### src/rtl/lmc_sequencer_if.sv
// Bus between the LMC sequencer and its surroundings (program RAM, data RAM,
// accumulator datapath, status). The master side is the sequencer itself.
interface lmc_sequencer_if;
    logic       run;
    logic [7:0] instr;
    logic       acc_zero;
    logic [2:0] pc;
    logic [2:0] ram2_addr;
    logic       ram2_we;
    logic       mux_sel;
    logic       acc_load;
    logic [1:0] state;
    logic       halted;
    logic [7:0] retired;

    modport master (
        input  run,
        input  instr,
        input  acc_zero,
        output pc,
        output ram2_addr,
        output ram2_we,
        output mux_sel,
        output acc_load,
        output state,
        output halted,
        output retired
    );

    modport slave (
        output run,
        output instr,
        output acc_zero,
        input  pc,
        input  ram2_addr,
        input  ram2_we,
        input  mux_sel,
        input  acc_load,
        input  state,
        input  halted,
        input  retired
    );
endinterface

### src/rtl/lmc_sequencer.sv
// LMC instruction sequencer: IDLE/FETCH/EXEC/HALT control FSM that fetches an
// 8-bit instruction from program RAM, decodes it and drives the data RAM and
// accumulator strobes. Every instruction takes one FETCH and one EXEC clock.
// Optional feature: define LMC_SEQ_SINGLE_STEP_EN to add a 'step' input that
// executes exactly one instruction per rising edge of step.
module lmc_sequencer (
    input  logic            clk,
    input  logic            reset_count,
`ifdef LMC_SEQ_SINGLE_STEP_EN
    input  logic            step,
`endif
    lmc_sequencer_if.master bus
);

    typedef enum logic [1:0] {
        ST_IDLE  = 2'b00,
        ST_FETCH = 2'b01,
        ST_EXEC  = 2'b10,
        ST_HALT  = 2'b11
    } state_t;

    typedef enum logic [2:0] {
        OP_HLT  = 3'b000,
        OP_LDA  = 3'b001,
        OP_STA  = 3'b010,
        OP_INP  = 3'b011,
        OP_BRA  = 3'b100,
        OP_BRZ  = 3'b101,
        OP_NOP6 = 3'b110,
        OP_NOP7 = 3'b111
    } opcode_t;

    state_t     state_q, state_d;
    logic [2:0] pc_q, pc_d;
    logic [7:0] ir_q, ir_d;
    logic [7:0] retired_q, retired_d;
    opcode_t    opcode;
    logic [2:0] operand;
    logic       start_ok;   // IDLE may launch a fetch
    logic       cont_ok;    // a finished instruction may chain straight into the next fetch
    logic       ram2_we_c, acc_load_c, mux_sel_c;

    assign opcode  = opcode_t'(ir_q[7:5]);
    assign operand = ir_q[2:0];

    // ir[4:3] carry no meaning for any opcode; fold them away explicitly.
    logic unused_ir_bits;
    assign unused_ir_bits = ^ir_q[4:3];

`ifdef LMC_SEQ_SINGLE_STEP_EN
    logic step_q;
    logic step_rise;

    // Delay step by one clock so a held-high step yields a single rise pulse.
    always_ff @(posedge clk or posedge reset_count) begin
        if (reset_count) step_q <= 1'b0;
        else             step_q <= step;
    end

    assign step_rise = step & ~step_q;
    assign start_ok  = bus.run & step_rise;
    assign cont_ok   = 1'b0;
`else
    assign start_ok  = bus.run;
    assign cont_ok   = bus.run;
`endif

    // Sequencer state register; reset forces everything back to a clean IDLE.
    always_ff @(posedge clk or posedge reset_count) begin
        // NOTE: non-blocking assignments here so every register samples the
        // pre-edge values computed by the combinational block, independent of
        // statement order.
        if (reset_count) begin
            state_q   <= ST_IDLE;
            pc_q      <= 3'd0;
            ir_q      <= 8'd0;
            retired_q <= 8'd0;
        end else begin
            state_q   <= state_d;
            pc_q      <= pc_d;
            ir_q      <= ir_d;
            retired_q <= retired_d;
        end
    end

    // Next-state, next-pc, instruction latch and retire counter.
    always_comb begin
        // NOTE: every variable gets a hold value first, so paths that do not
        // assign it cannot infer a latch.
        state_d   = state_q;
        pc_d      = pc_q;
        ir_d      = ir_q;
        retired_d = retired_q;

        case (state_q)
            ST_IDLE: begin
                if (start_ok) state_d = ST_FETCH;
            end

            ST_FETCH: begin
                ir_d    = bus.instr;
                state_d = ST_EXEC;
            end

            ST_EXEC: begin
                // Every EXEC exit retires one instruction; the count sticks at 255.
                if (retired_q != 8'hFF) retired_d = retired_q + 8'd1;

                case (opcode)
                    OP_HLT:  pc_d = pc_q;
                    OP_BRA:  pc_d = operand;
                    // acc_zero still reflects the accumulator before this instruction.
                    OP_BRZ:  pc_d = bus.acc_zero ? operand : pc_q + 3'd1;
                    default: pc_d = pc_q + 3'd1;
                endcase

                if (opcode == OP_HLT) state_d = ST_HALT;
                else if (cont_ok)     state_d = ST_FETCH;
                else                  state_d = ST_IDLE;
            end

            ST_HALT: begin
                state_d = ST_HALT;
            end
        endcase
    end

    // Datapath strobes, live only while an instruction is in EXEC.
    always_comb begin
        ram2_we_c  = 1'b0;
        acc_load_c = 1'b0;
        mux_sel_c  = 1'b0;
        if (state_q == ST_EXEC) begin
            case (opcode)
                OP_LDA: begin
                    acc_load_c = 1'b1;
                    mux_sel_c  = 1'b1;
                end
                OP_STA:  ram2_we_c  = 1'b1;
                OP_INP:  acc_load_c = 1'b1;
                default: ;
            endcase
        end
    end

    assign bus.pc        = pc_q;
    assign bus.ram2_addr = operand;
    assign bus.ram2_we   = ram2_we_c;
    assign bus.acc_load  = acc_load_c;
    assign bus.mux_sel   = mux_sel_c;
    assign bus.state     = state_q;
    assign bus.halted    = (state_q == ST_HALT);
    assign bus.retired   = retired_q;

endmodule

### src/flat_wrapper.sv
// flat-port wrapper written by rule: the top's interface ports become plain ports
module lmc_sequencer_flat 
  (clk, reset_count, bus_run, bus_instr, bus_acc_zero, bus_pc, bus_ram2_addr, bus_ram2_we, bus_mux_sel, bus_acc_load, bus_state, bus_halted, bus_retired);
  lmc_sequencer_if bus_i ();
  input  logic clk;
  input  logic reset_count;
  input wire logic [$bits(bus_i.run)-1:0] bus_run;
  input wire logic [$bits(bus_i.instr)-1:0] bus_instr;
  input wire logic [$bits(bus_i.acc_zero)-1:0] bus_acc_zero;
  output wire logic [$bits(bus_i.pc)-1:0] bus_pc;
  output wire logic [$bits(bus_i.ram2_addr)-1:0] bus_ram2_addr;
  output wire logic [$bits(bus_i.ram2_we)-1:0] bus_ram2_we;
  output wire logic [$bits(bus_i.mux_sel)-1:0] bus_mux_sel;
  output wire logic [$bits(bus_i.acc_load)-1:0] bus_acc_load;
  output wire logic [$bits(bus_i.state)-1:0] bus_state;
  output wire logic [$bits(bus_i.halted)-1:0] bus_halted;
  output wire logic [$bits(bus_i.retired)-1:0] bus_retired;
  assign bus_i.run = bus_run;
  assign bus_i.instr = bus_instr;
  assign bus_i.acc_zero = bus_acc_zero;
  assign bus_pc = bus_i.pc;
  assign bus_ram2_addr = bus_i.ram2_addr;
  assign bus_ram2_we = bus_i.ram2_we;
  assign bus_mux_sel = bus_i.mux_sel;
  assign bus_acc_load = bus_i.acc_load;
  assign bus_state = bus_i.state;
  assign bus_halted = bus_i.halted;
  assign bus_retired = bus_i.retired;
  lmc_sequencer u_core (.clk(clk), .reset_count(reset_count), .bus(bus_i));
endmodule
### config.mk
export PLATFORM = sky130hd
export DESIGN_NAME = lmc_sequencer_flat
export DESIGN_NICKNAME = d
export VERILOG_FILES = /design/src/rtl/lmc_sequencer_if.sv /design/src/rtl/lmc_sequencer.sv /design/src/flat_wrapper.sv
export SDC_FILE = /design/constraint.sdc
export NUM_CORES = 1
export LEC_CHECK = 0
export ABC_AREA = 0
export CORE_MARGIN = 1
export CORE_UTILIZATION = 44
export DETAILED_ROUTE_END_ITERATION = 12
export PLACE_DENSITY_LB_ADDON = 0.12
export SKIP_CTS_REPAIR_TIMING = 1
export SLEW_MARGIN = 25
export SYNTH_ARGS = -nofsm -noshare
export SYNTH_HDL_FRONTEND = slang
export SYNTH_SLANG_ARGS = --single-unit
### constraint.sdc
create_clock -name clk -period 1.8 [get_ports clk]
set_input_delay 0.27 -clock clk [delete_from_list [all_inputs] [get_ports clk]]
set_output_delay 0.27 -clock clk [all_outputs]
set_load 0.01 [all_outputs]
==> key figures <==
Placed design
  – Final weighted congestion of routability-driven global placement: 0.761
  – Placed instance area: 1300 µm²
  – HPWL after detailed placement: 1400 µm
  – Number of buffers added on ports: 29

Yosys
  – Per-instance average area after synthesis: 11.5 µm²
  – Seq/Total Area, Yosys: 48.7%
  – Dominant combinational cell family by area after synthesis: simple AND/OR/NAND/NOR gates
  – Number of synthesis warnings: 0
  – Number of nets in the synthesized netlist: 99
  – Register bit total from synthesis: 19
  – Xor/xnor share of the synthesized area: 1.79%
  – Fraction of synthesized area in multiplexers: 13.8%
  – Number of distinct library cells after synthesis: 37
  – Post-synthesis compound-gate area fraction: 9.73%
  – Area share of fa/ha/maj cells after synthesis: 2.56%
  – Post-synthesis simple-gate area fraction: 18.7%
  – Synthesized area: 977 µm²
  – Count of mapped cells out of synthesis: 85

Layout
  – Nets: 133
  – Core occupancy in the finished layout: 66.5%
  – Fillers: 175
  – Post-Layout Inst Area: 1340 µm²
  – Antenna diode count: 0
  – Share of final-layout standard cells stronger than drive strength 1: 20.3%
  – Area delta synth->final: 37.5%

Die
  – Total die area: 2410 µm²
  – Number of rows in the core area: 16
  – Core region area: 2020 µm²
  – Ports: 32
  – Die Wd: 49.1 µm
  – Starting Density: 48.3%
  – Chip height: 49.1 µm

Power and ir drop
  – Fraction of power spent switching nets: 37.7%
  – Total power of the final layout: 2150 µW
  – Power density normalized to cell area: 1600 nW/µm²
  – Leakage power of the design: 0.000604 µW
  – Logic gate share of total power: 51.6%
  – Internal power: 1340 µW
  – Sequential Power Share: 38.5%
  – VDD IR-drop max: 1.26 mV
  – Clock network power share: 9.9%
  – Power spent charging and discharging nets: 811 µW

CTS
  – Htree depth: 1
  – Clock tree from TritonCTS: yes
  – Sink Count: 19
  – Clock tree buffer depth: 2
  – Worst skew pair latency: 290 ps
  – Clock tree root buffer cell: clkbuf_4
  – Clock slew seen by the registers of the worst setup and hold paths: 110 ps
  – Number of buffers created by CTS: 3

STA
  – Maximum frequency from static timing analysis: 0.580 GHz
  – Hold violation count in the final report: 0
  – Number of slew-limit violations in the final report: 0
  – Transition at the pin with the smallest max-transition slack: 366 ps
  – Hold WS: 296 ps
  – Clock period minus final worst setup slack: 1720 ps
  – Max transition margin: 75.5%
  – # setup viols final: 0
  – Final cycle utilization of the critical path: 95.7%
  – Clock tree skew after final layout: 3.60 ps
  – Setup repair after global routing missed its margin: no

Routing
  – Post-route DRC violation count: 0
  – Total via count after detailed routing: 750
  – Total length of routed wires: 1860 µm
  – Starting DRT DRC Count: 4
  – Routed vias/inst: 5.17
  – First-pass iteration count of the detailed router: 4
  – Post-detailed-route wirelength per cell: 12.8 µm
  – Final ANT Viol Nets: 0

Min path
  – Hold Crit Class: in2async

Critical path
  – Slowest-stage cell, CP: clkdlybuf4s50_1
  – Critical path arrival: 1450 ps
  – Start-to-end type of the worst setup path: reg2out
  – CP endpoint kind: primary output
  – Critical Path, Cell by Cell: buf_4, and2_1, clkdlybuf4s50_1
  – Required time of the critical path: 1530 ps
  – Worst path buffer plus inverter count: 2
  – Cell family contributing the most delay on the critical path: buffers and inverters
  – Largest stage delay, worst path: 470 ps
  – Biggest fanout along the worst timing path: 5
  – CP Launch Type: flop

GRT
  – Vias in the first global route: 772
  – Aggregate global-route resource usage: 17.9%
  – Antenna violations before repair: 0
  – Global-route wire length before repair: 3350 µm
  – GRT overflow: 0
  – Largest net degree at the start of global routing: 20

Run
  – Total of max-cap violations: 0

Run status
  – Result of the run: finished, final reports clean
-- power groups by stage --
stage          Combinational [µW]  Clock (µW)  Sequential (µW)
3_5_place_dp                 1120           0              835
3_3_place_gp                 1090           0              824
4_1_cts                      1130         222              829
6_report                     1110         213              829
5_1_grt                      1210         234              865
2_1_floorplan                 604           0              867
-- synthesized netlist by cell type, drive strengths merged --
cell	count	area share (%)
dfrtp	19	49
mux2	9	11
nor2	6	3.3
inv	5	1.9
buf	4	2.8
nand2	4	1.5
o21ai	4	2.0
mux2i	3	3.1
nand2b	3	2.2
nand3	3	2.0
nand4	3	3.5
nor3	3	2.6
a21oi	2	1.0
and2	2	1.3
ha	2	2.6
o21a	2	1.5
a21boi	1	0.77
a21o	1	0.77
a2bb2oi	1	0.90
a31oi	1	0.64
and2b	1	0.90
nor3b	1	0.77
nor4	1	0.64
o2111a	1	1.2
o41ai	1	0.90
xnor2	1	0.90
xor2	1	0.90
-- routing by layer --
metal / GRT usage [%] / part of all wire (%)
met5: 0 / 0
met4: 4.41 / 0.70
met3: 3.12 / 4.4
met2: 32.4 / 50
met1: 21.8 / 45
-- flip-flops by register name (all words and copies together) (netlist names) --
| register | count |
|---|---|
| u_core.bus.pc | 3 |
| u_core.bus.state | 2 |
| u_core.bus.retired | 8 |
| u_core.ir_q | 6 |
-- metrics by stage --
stage | setup WS [ps] | instances | setup TNS, ps
2_1_floorplan | 251 | 85 | 0
3_3_place_gp | 103 | 141 | 0
3_5_place_dp | 84.8 | 141 | 0
4_1_cts | -249 | 145 | -524
5_1_grt | 27.1 | 145 | 0
6_report | 76.6 | 145 | 0
-- cell usage in the layout (no fill, tap or decap), types with 2 or more instances in the layout --
cell / n
inv_1: 5
nor2_1: 4
clkdlybuf4s50_1: 26
mux2_2: 6
dlymetal6s2s_1: 3
buf_4: 4
o21ai_0: 3
nor3_2: 2
o21a_1: 2
and2_1: 2
a21oi_1: 2
nand2b_1: 2
mux2_1: 2
mux2i_1: 3
ha_1: 2
nand3_1: 2
clkbuf_4: 3
nand2_1: 4
nand4_1: 2
dfrtp_1: 19
-- final cells by class --
cell class / count / area, µm² / share of cell area [%]
Clock inverter: 1 / 5.00 / 0.372
Tap cell: 27 / 33.8 / 2.51
Multi-Input combinational cell: 57 / 460 / 34.3
Inverter: 5 / 18.8 / 1.40
Timing Repair Buffer: 33 / 328 / 24.4
Clock buffer: 3 / 22.5 / 1.68
Sequential cell: 19 / 475 / 35.4
-- final timing paths --
kind	endpoint	slack (ps)	cells after the start	startpoint
max in group asynchronous	u_core.bus.state[1]$_DFFE_PP0P_	1310	3	reset_count
hold reg to reg	u_core.ir_q[1]$_DFFE_PP0N_	550	1	u_core.ir_q[1]$_DFFE_PP0N_
hold / removal	u_core.bus.retired[5]$_DFFE_PP0P_	300	3	reset_count
setup / recovery	bus_halted	80	3	u_core.bus.state[1]$_DFFE_PP0P_
min in group clk	u_core.ir_q[1]$_DFFE_PP0N_	550	1	u_core.ir_q[1]$_DFFE_PP0N_
setup reg to reg	u_core.bus.retired[1]$_DFFE_PP0P_	230	4	u_core.bus.retired[0]$_DFFE_PP0P_
-- worst reg2reg max path, stage by stage (launching register included) --
cell     delay (ps)
dfrtp_1         470
ha_1            250
nand3_2         140
o21ai_1         270
mux2_1          350
-- cells by family after synthesis --
family	after synthesis
adder cells (fa/ha/maj)	2
multiplexers	12
buffers and inverters	9
flip-flops	19
AND/OR/NAND/NOR	27
XOR/XNOR	2
AO/OA/AOI/OAI	14
Power figures use the tool's default switching activity.
